<file path="config.mk">
export PLATFORM = sky130hd
export DESIGN_NAME = impl_chk_lane
export DESIGN_NICKNAME = d
export VERILOG_FILES = /design/src/rtl/impl_chk_pkg.sv /design/src/rtl/impl_chk_lane.sv
export SDC_FILE = /design/constraint.sdc
export NUM_CORES = 1
export LEC_CHECK = 0
export BUFFER_PORTS_ARGS = -buffer_cell sky130_fd_sc_hd__buf_2
export CAP_MARGIN = 15
export CORE_MARGIN = 2
export CORE_UTILIZATION = 40
export DETAILED_ROUTE_END_ITERATION = 6
export MAX_ROUTING_LAYER = met4
export REMOVE_ABC_BUFFERS = 1
export SKIP_CTS_REPAIR_TIMING = 1
export SLEW_MARGIN = 15
export SYNTH_ARGS = -nofsm -noshare
export SYNTH_HDL_FRONTEND = slang
export SYNTH_SLANG_ARGS = --single-unit
</file>
<file path="constraint.sdc">
create_clock -name clk -period 2.3 [get_ports clk]
set_clock_uncertainty 0.1 [all_clocks]
set_input_delay 0.46 -clock clk [delete_from_list [all_inputs] [get_ports clk]]
set_output_delay 0.46 -clock clk [all_outputs]
set_load 0.02 [all_outputs]
</file>
<file path="src/rtl/impl_chk_pkg.sv">
// Shared types, encodings and width helpers for the impl_chk property checker.
package impl_chk_pkg;

    // Implication mode as presented on mode_i; encoding 3 is treated as OVL.
    typedef logic [1:0] mode_e;
    localparam mode_e MODE_OVL     = 2'd0;
    localparam mode_e MODE_NOV     = 2'd1;
    localparam mode_e MODE_IMPLIES = 2'd2;

    // Per-lane FSM state encoding.
    typedef logic [2:0] state_e;
    localparam state_e ST_IDLE = 3'd0;
    localparam state_e ST_ANT  = 3'd1;
    localparam state_e ST_GAP  = 3'd2;
    localparam state_e ST_CON  = 3'd3;
    localparam state_e ST_PAR  = 3'd4;

    // Width of a counter that indexes 0..n-1 (at least one bit).
    function automatic int unsigned cnt_w(input int unsigned n);
        return (n > 1) ? $clog2(n) : 1;
    endfunction

    // Width needed to hold a population count of n bits.
    function automatic int unsigned pop_w(input int unsigned n);
        return (n > 1) ? $clog2(n + 1) : 1;
    endfunction

endpackage

</file>
<file path="src/rtl/impl_chk_lane.sv">
// One checker channel: rose detection, attempt FSM, s1/s2 sample counters and
// registered pass/fail/vacuous/drop pulses.
module impl_chk_lane #(
    parameter int unsigned ANT_LEN = 2,
    parameter int unsigned CON_LEN = 3
) (
    input  logic       clk,
    input  logic       rst_n,
    input  logic       en_i,
    input  logic       clr_i,
    input  logic [1:0] mode_i,
    input  logic       a_i,
    input  logic       b_i,
    output logic       pass_o,
    output logic       fail_o,
    output logic       vac_o,
    output logic       drop_o,
    output logic       busy_o,
    output logic       err_sticky_o
);
    import impl_chk_pkg::*;

    localparam int unsigned ANT_W = cnt_w(ANT_LEN);
    localparam int unsigned CON_W = cnt_w(CON_LEN);
    localparam logic [ANT_W-1:0] ANT_LAST = ANT_W'(ANT_LEN - 1);
    localparam logic [CON_W-1:0] CON_LAST = CON_W'(CON_LEN - 1);

    logic             a_q;
    state_e           state_q, state_d;
    mode_e            mode_q, mode_d;
    logic [ANT_W-1:0] ant_cnt_q, ant_cnt_d;
    logic [CON_W-1:0] con_cnt_q, con_cnt_d;
    logic             s1_ok_q, s1_ok_d;
    logic             s2_bad_q, s2_bad_d;
    logic             pass_q, fail_q, vac_q, drop_q, busy_q, err_q;

    logic             rose_c;
    logic             pass_c, fail_c, vac_c, drop_c;
    logic             run_ant_c, run_con_c, run_par_c;
    logic             s1_true_c, s1_false_c, s2_true_c, s2_false_c;

    // Trigger and the parallel-mode sub-results for the current sample.
    assign rose_c     = a_i & ~a_q;
    assign s1_true_c  = s1_ok_q | (a_i & (ant_cnt_q == ANT_LAST));
    assign s1_false_c = ~s1_ok_q & ~a_i;
    assign s2_true_c  = ~s2_bad_q & b_i & (con_cnt_q == CON_LAST);
    assign s2_false_c = s2_bad_q | ~b_i;

    // Next-state and decision logic; counters/flags are kept zero while idle.
    always_comb begin
        state_d   = state_q;
        mode_d    = mode_q;
        ant_cnt_d = ant_cnt_q;
        con_cnt_d = con_cnt_q;
        s1_ok_d   = s1_ok_q;
        s2_bad_d  = s2_bad_q;
        pass_c    = 1'b0;
        fail_c    = 1'b0;
        vac_c     = 1'b0;
        run_ant_c = 1'b0;
        run_con_c = 1'b0;
        run_par_c = 1'b0;
        drop_c    = en_i & rose_c & (state_q != ST_IDLE);

        if (!en_i) begin
            state_d = ST_IDLE;
        end else begin
            case (state_q)
                ST_IDLE: begin
                    if (rose_c) begin
                        mode_d = (mode_i == MODE_NOV || mode_i == MODE_IMPLIES) ? mode_i : MODE_OVL;
                        if (mode_d == MODE_IMPLIES) run_par_c = 1'b1;
                        else                        run_ant_c = 1'b1;
                    end
                end
                ST_ANT:         run_ant_c = 1'b1;
                ST_GAP, ST_CON: run_con_c = 1'b1;
                ST_PAR:         run_par_c = 1'b1;
                default:        state_d   = ST_IDLE;
            endcase

            // s1 only: first low a is vacuous; OVL samples b in the match cycle too.
            if (run_ant_c) begin
                if (!a_i) begin
                    vac_c   = 1'b1;
                    state_d = ST_IDLE;
                end else if (ant_cnt_q == ANT_LAST) begin
                    if (mode_d == MODE_NOV) state_d   = ST_GAP;
                    else                    run_con_c = 1'b1;
                end else begin
                    state_d   = ST_ANT;
                    ant_cnt_d = ant_cnt_q + ANT_W'(1);
                end
            end

            // s2 only: first low b fails, last high sample passes.
            if (run_con_c) begin
                if (!b_i) begin
                    fail_c  = 1'b1;
                    state_d = ST_IDLE;
                end else if (con_cnt_q == CON_LAST) begin
                    pass_c  = 1'b1;
                    state_d = ST_IDLE;
                end else begin
                    state_d   = ST_CON;
                    con_cnt_d = con_cnt_q + CON_W'(1);
                end
            end

            // IMPLIES: vacuity wins, then s2 success, then fail once both are known.
            if (run_par_c) begin
                if (s1_false_c) begin
                    vac_c   = 1'b1;
                    state_d = ST_IDLE;
                end else if (s2_true_c) begin
                    pass_c  = 1'b1;
                    state_d = ST_IDLE;
                end else if (s1_true_c && s2_false_c) begin
                    fail_c  = 1'b1;
                    state_d = ST_IDLE;
                end else begin
                    state_d  = ST_PAR;
                    s1_ok_d  = s1_true_c;
                    s2_bad_d = s2_false_c;
                    if (!s1_true_c)  ant_cnt_d = ant_cnt_q + ANT_W'(1);
                    if (!s2_false_c) con_cnt_d = con_cnt_q + CON_W'(1);
                end
            end
        end

        if (state_d == ST_IDLE) begin
            ant_cnt_d = '0;
            con_cnt_d = '0;
            s1_ok_d   = 1'b0;
            s2_bad_d  = 1'b0;
        end
    end

    // Lane state and registered event outputs.
    always_ff @(posedge clk or negedge rst_n) begin
        if (!rst_n) begin
            a_q       <= 1'b0;
            state_q   <= ST_IDLE;
            mode_q    <= MODE_OVL;
            ant_cnt_q <= '0;
            con_cnt_q <= '0;
            s1_ok_q   <= 1'b0;
            s2_bad_q  <= 1'b0;
            pass_q    <= 1'b0;
            fail_q    <= 1'b0;
            vac_q     <= 1'b0;
            drop_q    <= 1'b0;
            busy_q    <= 1'b0;
            err_q     <= 1'b0;
        end else begin
            a_q       <= a_i;
            state_q   <= state_d;
            mode_q    <= mode_d;
            ant_cnt_q <= ant_cnt_d;
            con_cnt_q <= con_cnt_d;
            s1_ok_q   <= s1_ok_d;
            s2_bad_q  <= s2_bad_d;
            pass_q    <= pass_c;
            fail_q    <= fail_c;
            vac_q     <= vac_c;
            drop_q    <= drop_c;
            busy_q    <= (state_d != ST_IDLE);
            if (clr_i)       err_q <= 1'b0;
            else if (fail_c) err_q <= 1'b1;
        end
    end

    assign pass_o       = pass_q;
    assign fail_o       = fail_q;
    assign vac_o        = vac_q;
    assign drop_o       = drop_q;
    assign busy_o       = busy_q;
    assign err_sticky_o = err_q;

endmodule

</file>
Yosys cells after proc, flatten, opt, wreduce, memory -nomap -nowiden --
Cells that the tools add are included.
Storage, ports and cells: word-level logic and storage cells 137, output and inout bits 6, bits of input ports 8, register bits after elaboration 17
Operators by class: mux-type cells 84, reduce and logical (&&, ||, !) cells 12, add/subtract/negate cells 2, equality and inequality tests 12, bitwise gates (word level) 14
Operators with widths (count):
- 2-to-1 mux 1 bit | 55
- 2-to-1 mux 3 bit | 11
- 2-to-1 mux 2 bit | 16
- bitwise AND 1 bit | 7
- equality test 2 bit (second input constant) | 3
- equality test 3 x 2 -> 1 bit (second input constant) | 2
- zero test 3 bit | 2
- inequality test 2 x 1 -> 1 bit (second input constant) | 3
- nonzero test 2 bit | 3
- nonzero test 3 bit | 2
- NOT 1 bit | 5
- AND reduction 5 bit | 1
- OR reduction 5 bit | 1
- equality test 2 x 1 -> 1 bit (second input constant) | 2
- case mux 1 bit (2 select lines) | 2
- equality test 3 x 1 -> 1 bit (second input constant) | 1
- equality test 3 bit (second input constant) | 1
- adder 2 x 1 -> 2 bit (second input constant) | 1
- bitwise OR 1 bit | 2
- OR reduction 2 bit | 1
- adder 1 bit (second input constant) | 1
- logical AND 1 bit | 1
- logical OR 1 bit | 1

Longest topological paths before layout --
Gate-level depths: netlist of the first run.
word-level depth 20, gate-level depth with buffers 7, gate-level depth less buffers 7

Least setup slack after synthesis of the first run --
OpenSTA, ideal clock, no wires.
kind input to register, from in a_i, to reg con_cnt_q[0], cell stages on the path 7, arrival time 1763 ps, path buffers 1, setup slack 341 ps, cells stage by stage buf_6 > and2b_4 > a221oi_1 > a31o_2 > nor3_1 > o31a_4 > a311oi_2
On the way: cells in the longest elaborated chain, start to end 18
RTL lines:
- start: declaration | line impl_chk_lane.sv:12 | input logic a_i,
- bitwise AND 1 bit | line impl_chk_lane.sv:43 | assign rose_c = a_i & ~a_q;
- 2-to-1 mux 2 bit | line impl_chk_lane.sv:70 | if (rose_c) begin
- 2-to-1 mux 2 bit | line impl_chk_lane.sv:68 | case (state_q)
- 2-to-1 mux 2 bit | line impl_chk_lane.sv:65 | if (!en_i) begin
- equality test 2 x 1 -> 1 bit | line impl_chk_lane.sv:88 | if (mode_d == MODE_NOV) state_d = ST_GAP;
- 2-to-1 mux 1 bit | line impl_chk_lane.sv:88
- 2-to-1 mux 1 bit | line impl_chk_lane.sv:87 | end else if (ant_cnt_q == ANT_LAST) begin
- 2-to-1 mux 1 bit | line impl_chk_lane.sv:84 | if (!a_i) begin
- (+2 left out)
- 2-to-1 mux 2 bit | line impl_chk_lane.sv:97 | if (run_con_c) begin
- 2-to-1 mux 2 bit | line impl_chk_lane.sv:126 | if (!s2_false_c) con_cnt_d = con_cnt_q + CON_W'(1);
- 2-to-1 mux 2 bit | line impl_chk_lane.sv:118 | end else if (s1_true_c && s2_false_c) begin
- 2-to-1 mux 2 bit | line impl_chk_lane.sv:115 | end else if (s2_true_c) begin
- 2-to-1 mux 2 bit | line impl_chk_lane.sv:112 | if (s1_false_c) begin
- 2-to-1 mux 2 bit | line impl_chk_lane.sv:111 | if (run_par_c) begin
- 2-to-1 mux 2 bit | line impl_chk_lane.sv:65
- 2-to-1 mux 2 bit | line impl_chk_lane.sv:131 | if (state_d == ST_IDLE) begin
- end signal: assignment | line impl_chk_lane.sv:160 | con_cnt_q <= con_cnt_d;
- end: declaration | line impl_chk_lane.sv:32 | logic [CON_W-1:0] con_cnt_q, con_cnt_d;
Parallel ways exist; a longest one is shown, timed or not. The select of a mux whose other input is x is not followed. A chain may end at the register's enable or synchronous reset.

Worst setup path in the final report of the first run --
from reg state_q[1], to reg con_cnt_q[0]
On the way: cells in the longest elaborated chain, start to end 17
RTL lines:
- start: declaration | line impl_chk_lane.sv:29 | state_e state_q, state_d;
- start signal: assignment | line impl_chk_lane.sv:157 | state_q <= state_d;
- zero test 3 bit | line impl_chk_lane.sv:68
- 2-to-1 mux 2 bit | line impl_chk_lane.sv:68
- 2-to-1 mux 2 bit | line impl_chk_lane.sv:65
- equality test 2 x 1 -> 1 bit | line impl_chk_lane.sv:88
- 2-to-1 mux 1 bit | line impl_chk_lane.sv:88
- 2-to-1 mux 1 bit | line impl_chk_lane.sv:87
- 2-to-1 mux 1 bit | line impl_chk_lane.sv:84
- 2-to-1 mux 1 bit | line impl_chk_lane.sv:83 | if (run_ant_c) begin
- 2-to-1 mux 1 bit | line impl_chk_lane.sv:65
- 2-to-1 mux 2 bit | line impl_chk_lane.sv:97
- 2-to-1 mux 2 bit | line impl_chk_lane.sv:126
- 2-to-1 mux 2 bit | line impl_chk_lane.sv:118
- 2-to-1 mux 2 bit | line impl_chk_lane.sv:115
- 2-to-1 mux 2 bit | line impl_chk_lane.sv:112
- 2-to-1 mux 2 bit | line impl_chk_lane.sv:111
- 2-to-1 mux 2 bit | line impl_chk_lane.sv:65
- 2-to-1 mux 2 bit | line impl_chk_lane.sv:131
Parallel ways exist; a longest one is shown, timed or not. The select of a mux whose other input is x is not followed.

==> reports/qor.csv, run 1 <==
stage,metric,value,unit
place,port bufs,13,
run,max-cap viol count,0,
timing,crit share post-route,90.2,%
floorplanning,IO Count,14,
place,# placed instances,142,
route,vias,804,
clock_tree,Clock transition at path regs,100,ps
pwr,worst vdd ir,300,uV
floorplanning,Die Footprint,2820,sq um
timing,Final min period,2070,ps
status,status,"complete, no violations",
clock_tree,H-tree levels,1,
grt,largest net degree at the start of global routing,18,
final_layout,final core occ,48.9,%
final_layout,Non-Filler Instances,147,
yosys,"EDFF count, synth",0,
floorplanning,die span in y,53.1,microns
yosys,top-count cell post-synth,dfrtp_1,
timing,Final TNS setup,0,ps
route,first drt pass iteration count,4,
timing,Peak Freq,482,MHz
timing,max-slew violations,0,
grt,vias in the first global route,753,
route,Final ANT Viol Nets,0,
timing,Slew @ Worst Pin,460,ps
final_layout,area grow syn2layout,14.4,%
yosys,Seq cells post-synth,17,
yosys,Synth top area share,44.2,%
worst_setup_path,Critical Path Fanout Max,7,
worst_setup_path,Worst EP arrival,2150,ps
place,routability cong.,0.866,
final_layout,ratio of cells with drive above 1 in the final layout,24.4,%
grt,global route hottest layer,met2,
yosys,Syn Area/Cell,9.54,sq um
grt,met1 Use GR,23.1,%
grt,met3 Use GR,3.39,%
route,drt drc,0,
yosys,main flop type after synthesis,dfrtp_1,
floorplanning,die width,53.1,microns
route,drt total wl,1.94,mm
yosys,Post-synth top cells,"dfrtp_1 (17), nor2_1 (16), inv_1 (9), nor3_1 (7)",
yosys,Area contributors post-synth,"dfrtp_1 (44%), nor2_1 (6.2%), nor3_1 (3.6%), inv_1 (3.5%), mux2i_1 (3.1%)",
yosys,"FFs w/ async S/R, synth",100,%
min_path,min-delay worst type,in2reg,
worst_setup_path,crit path kind,reg2reg,
yosys,post-synth top area cell,dfrtp_1,
route,initial detailed-routing violation count,13,
yosys,Post-Syn Instances,101,
yosys,synth warn,0,
route,vias per cell,5.47,
pwr,LEAKAGE,0.531,nW
clock_tree,Max clock buf depth,2,
place,Post-DP HPWL,1.44,mm
worst_setup_path,CP required,2370,ps
route,DR WL/cell,13.2,microns
final_layout,fin nets,130,
yosys,Unique masters post-synth,37,
timing,slew margin rel.,69.1,%
timing,Hold Worst Slack,200,ps
pwr,Power per Cell Area,515,nW/um^2
timing,RSZ-0062 raised after global routing,false,
timing,"Setup violations, final",0,
yosys,Mapped Area,963,sq um
clock_tree,CTS buffer count,3,
floorplanning,Core Area,2250,sq um
clock_tree,CTS tree,yes,
grt,M2 GR Usage,26.0,%
timing,"Hold Vio Cnt, Final",0,
clock_tree,Worst-Skew Late Latency,300,ps
yosys,post-synthesis sequential area ratio,44.2,%
worst_setup_path,crit end category,register,
grt,GRT Total Usage,17.3,%
clock_tree,CTS sink cnt,17,
grt,total grt overflow,0,
floorplanning,Row Count,17,
worst_setup_path,Setup crit start kind,register,
clock_tree,Root Buffer,clkbuf_4,
floorplanning,initial core utilization,42.7,%
grt,global-route wire length before repair,3.40,mm
grt,initial antenna violation count,0,
final_layout,Antenna Cells,0,
worst max-delay path, cell delays in order, from the launching register on:
cell      delay [ps]
dfrtp_1          470
nor3_1           410
a221oi_1         140
a31o_2           280
nor3_1           270
o31a_4           230
a311oi_2          50
sequential cells by signal (all words and copies together) (netlist names):
| signal | cells |
|---|---|
| s2_bad_q | 1 |
| err_sticky_o | 1 |
| busy_o | 1 |
| state_q | 3 |
| pass_o | 1 |
| s1_ok_q | 1 |
| ant_cnt_q | 1 |
| fail_o | 1 |
| drop_o | 1 |
| a_q | 1 |
| mode_q | 2 |
| con_cnt_q | 2 |
| vac_o | 1 |
per-stage QoR:
stage	power, W	worst slack [ps]	cell area [sq um]
after floorplan	0.000374	420	943
after global placement	0.000408	147	1070
after detailed placement	0.000408	104	1070
after CTS	0.000575	232	1090
after global routing	0.000604	16.8	1100
final	0.000568	225	1100
per-layer routing:
metal  share of wire (%)  vias up  wire length (microns)
met5                   0        -                      0
met4                 1.7        0                     33
met3                 3.0        4                     59
met2                  47       16                    904
met1                  49      383                    943
li1                    -      401                      -
layout by cell type (no fill, tap or decap), types with 2 or more instances in the layout:
cell type / instances
mux2i_1: 3
nor2b_1: 2
nor2_1: 16
dfrtp_1: 17
clkbuf_4: 3
nand3_1: 3
and3_1: 2
o31ai_1: 4
nand2b_1: 3
a21oi_1: 3
nor3_1: 7
inv_1: 9
a311oi_1: 2
o21ai_0: 2
nand2_1: 4
buf_4: 3
buf_2: 13
ha_1: 2
report_power, final:
| group | internal [W] | switching [W] |
|---|---|---|
| clock | 0.0000676 | 0.0000983 |
| combinational | 0.0000368 | 0.0000495 |
| sequential | 0.000310 | 0.00000610 |
worst paths after layout:
| kind | startpoint | endpoint | slack [ps] | depth (start not counted) |
|---|---|---|---|---|
| worst max-delay path | state_q[1] | con_cnt_q[0] | 230 | 6 |
| worst min-delay path | clr_i | err_sticky_o | 200 | 2 |
| worst max register to register | state_q[1] | con_cnt_q[0] | 230 | 6 |
| worst min register to register | mode_q[1] | mode_q[1] | 420 | 2 |
| max in group asynchronous | rst_n | busy_o | 1320 | 2 |
| min in group asynchronous | rst_n | state_q[1] | 500 | 2 |
kinds of logic (layout without fill, tap and decap cells):
logic type / Yosys count / count (layout) / share of synthesized area [%]
buffers and inverters: 12 / 30 / 5.58
multiplexers: 4 / 4 / 4.29
adder cells (fa/ha/maj): 2 / 2 / 2.60
flip-flops: 17 / 17 / 44.2
AND/OR/NAND/NOR: 45 / 45 / 24.8
AO/OA/AOI/OAI: 21 / 21 / 18.6
area by class of cell:
class	instances	area [sq um]
clock buffer	4	26.3
inverter	9	33.8
sequential	17	425
timing repair buffer	17	97.6
multi-input combinational	72	484
fill	233	1150
tap	28	35.0
No activity file was read; power rests on OpenSTA's default activity.
==> run 2: changes to the inputs <==
==> constraint.sdc (replaced) <==
create_clock -name clk -period 2.3 [get_ports clk]
set_clock_uncertainty 0.1 [all_clocks]
set_input_delay 0.115 -clock clk [delete_from_list [all_inputs] [get_ports clk]]
set_output_delay 0.115 -clock clk [all_outputs]
set_load 0.02 [all_outputs]
==> run 2 against run 1 <==
  * Hold slack lost 190 ps
  * Sequential share of layout area shrank 0.17 points
  * Sequential power is essentially flat
  * Sequential cell count is the same
  * First-iteration DRC count grew to 2.5 times the previous value
  * Register-to-register slack gained 30 ps
  * Clock power shrank 2%
  * Die area is the same
  * Global-route usage shrank 0.31 points
  * Final area grew 0.45%
  * Critical path depth grew 2
  * Critical endpoint unchanged
==> reports/qor.csv, run 2 (same netlist as run 1, synthesis figures left out) <==
stage,metric,value,unit,change
final_layout,sequential cell area,425,sq um,unchanged
grt,total grt overflow,0,,unchanged
worst_setup_path,Setup crit start kind,primary input,,
floorplanning,die width,53.1,microns,unchanged
worst_setup_path,Critical Path Start,a_i,,
pwr,Clk network pwr share,28.6,%,-0.6 points
worst_setup_path,Critical Path Fanout Max,11,,+4
route,max layer used,met4,,
floorplanning,Row Count,17,,unchanged
worst_setup_path,Worst R2R End,con_cnt_q[0],,
timing,Peak Freq,478,MHz,-0.86%
pwr,switch share,26.8,%,-0.27 points
clock_tree,CTS buffer count,3,,unchanged
min_path,min-delay worst type,in2reg,,
grt,initial antenna violation count,0,,unchanged
worst_setup_path,"setup slack, reg-to-reg",260,ps,+30 ps
final_layout,filler cell count,226,,-3.0%
grt,largest net degree at the start of global routing,18,,unchanged
clock_tree,CTS sink cnt,17,,unchanged
timing,"Hold Vio Cnt, Final",0,,unchanged
final_layout,multi-input logic area,484,sq um,unchanged
worst_setup_path,Crit Reg-Reg Startpoint,state_q[1],,
worst_setup_path,R2R depth,6,,unchanged
final_layout,max reg flops,3,,unchanged
pwr,Logic pwr share,15.5,%,+0.3 points
worst_setup_path,crit path kind,in2reg,,
final_layout,ratio of cells with drive above 1 in the final layout,22.7,%,-1.7 points
final_layout,area grow syn2layout,14.9,%,
floorplanning,IO Count,14,,unchanged
route,met3 WL,112,microns,+90%
final_layout,final core occ,49.1,%,+0.22 points
timing,Final TNS setup,0,ps,unchanged
route,drt total wl,2.02,mm,+4.2%
timing,Slew @ Worst Pin,450,ps,-10.5 ps
final_layout,Top Registers,"state_q x3, con_cnt_q x2, mode_q x2",,
pwr,total power,0.000566,W,-0.29%
pwr,Flop pwr share,55.9,%,+0.3 points
grt,global-route wire length before repair,3.35,mm,-1.6%
timing,crit share post-route,91.0,%,+0.78 points
worst_setup_path,CP endpoint,con_cnt_q[0],,
route,vias per cell,5.61,,+2.5%
route,DR WL/cell,13.7,microns,+4.2%
pwr,worst vdd ir,303,uV,+1.1%
timing,"Setup violations, final",0,,unchanged
grt,GRT Total Usage,17.0,%,-0.31 points
worst_setup_path,CP required,2400,ps,+30 ps
pwr,LEAKAGE,0.529,nW,-0.45%
worst_setup_path,Worst EP arrival,2200,ps,+50 ps
clock_tree,Worst-Skew Late Latency,290,ps,about the same
final_layout,"commonest non-fill, non-tap cells in the layout","dfrtp_1 (17), nor2_1 (16), buf_2 (13)",,
pwr,Net Sw Power,0.000152,W,-1.3%
route,first drt pass iteration count,4,,unchanged
clock_tree,Clock transition at path regs,100,ps,about the same
place,Post-DP HPWL,1.47,mm,+1.7%
route,drt drc,0,,unchanged
clock_tree,CTS tree,yes,,
clock_tree,Root Buffer,clkbuf_4,,
timing,RSZ-0062 raised after global routing,false,,
status,status,"complete, no violations",,
final_layout,fin nets,130,,unchanged
place,routability cong.,0.927,,+7.0%
clock_tree,Max clock buf depth,2,,unchanged
worst_setup_path,crit end category,register,,
final_layout,largest register by flop count,state_q,,
floorplanning,Core Area,2250,sq um,unchanged
run,max-cap viol count,0,,unchanged
place,port bufs,13,,unchanged
route,vias,824,,+2.5%
floorplanning,die span in y,53.1,microns,unchanged
final_layout,Antenna Cells,0,,unchanged
timing,Final min period,2090,ps,+18.0 ps
grt,vias in the first global route,706,,-6.2%
floorplanning,Die Footprint,2820,sq um,unchanged
pwr,Internal,0.000415,W,about the same
route,DRT met1 WL,941,microns,-0.21%
clock_tree,H-tree levels,1,,unchanged
timing,slew margin rel.,69.8,%,+0.71 points
route,initial detailed-routing violation count,33,,+20
pwr,Power per Cell Area,512,nW/um^2,-0.74%
route,met2 WL post-DR,928,microns,+2.7%
final_layout,"most common cell after layout, fill and taps aside",dfrtp_1,,
timing,max-slew violations,0,,unchanged
route,Final ANT Viol Nets,0,,unchanged
floorplanning,initial core utilization,42.7,%,unchanged
## run 2: changes by cell type in the layout (fill, tap and decap cells not counted)
cell and delta:
dlygate4sd3_1 +2, buf_4 -2
## run 2: area by class of cell
class / count / area share, %
flip-flops and latches: 17 / 38.4
repair buffers: 17 / 9.27
multi-input cells: 72 / 43.7
inverters: 9 / 3.05
well taps: 28 / 3.16
clock buffers: 4 / 2.37
## run 2: metrics by stage
stage / cell area, sq um / hold slack, ps / cells / worst slack (ps)
floorplan: 943 / -281 / 98 / 472
global placement: 1050 / -39.3 / 140 / 330
detailed placement: 1050 / -36.6 / 140 / 321
CTS: 1080 / -362 / 144 / 293
global route: 1110 / 19.3 / 147 / 97.7
finish: 1110 / 10.9 / 147 / 207
## run 2: how the worst min path moves through the flow
stage                from      endpoint  slack [ps]  depth (start not counted)
CTS                 rst_n  err_sticky_o        -360                          1
global placement    rst_n  err_sticky_o         -40                          1
global route         en_i        drop_o          20                          3
finish               en_i        drop_o          10                          3
floorplan           rst_n           a_q        -280                          0
detailed placement  rst_n  err_sticky_o         -40                          1
## run 2: power by group through the flow
| stage | logic (W) | registers (W) | clock network [W] |
|---|---|---|---|
| after floorplan | 0.0000507 | 0.000324 | 0 |
| after global placement | 0.0000829 | 0.000322 | 0 |
| after detailed placement | 0.0000843 | 0.000322 | 0 |
| after CTS | 0.0000846 | 0.000316 | 0.000168 |
| after global routing | 0.0000973 | 0.000318 | 0.000182 |
| final | 0.0000880 | 0.000316 | 0.000162 |
## run 2: worst max-delay path, cell delays in order
cell,delay (ps)
dlygate4sd3_1,520
buf_2,210
and2b_4,230
nand2_2,50
a221o_1,400
nor2b_4,170
o31a_4,320
a311oi_2,180
## run 2: routing by layer
layer	GRT usage, %	vias up
met2	24.6	25
met4	7.69	0
li1	-	399
met1	23.5	396
met3	2.54	4
met5	-	-
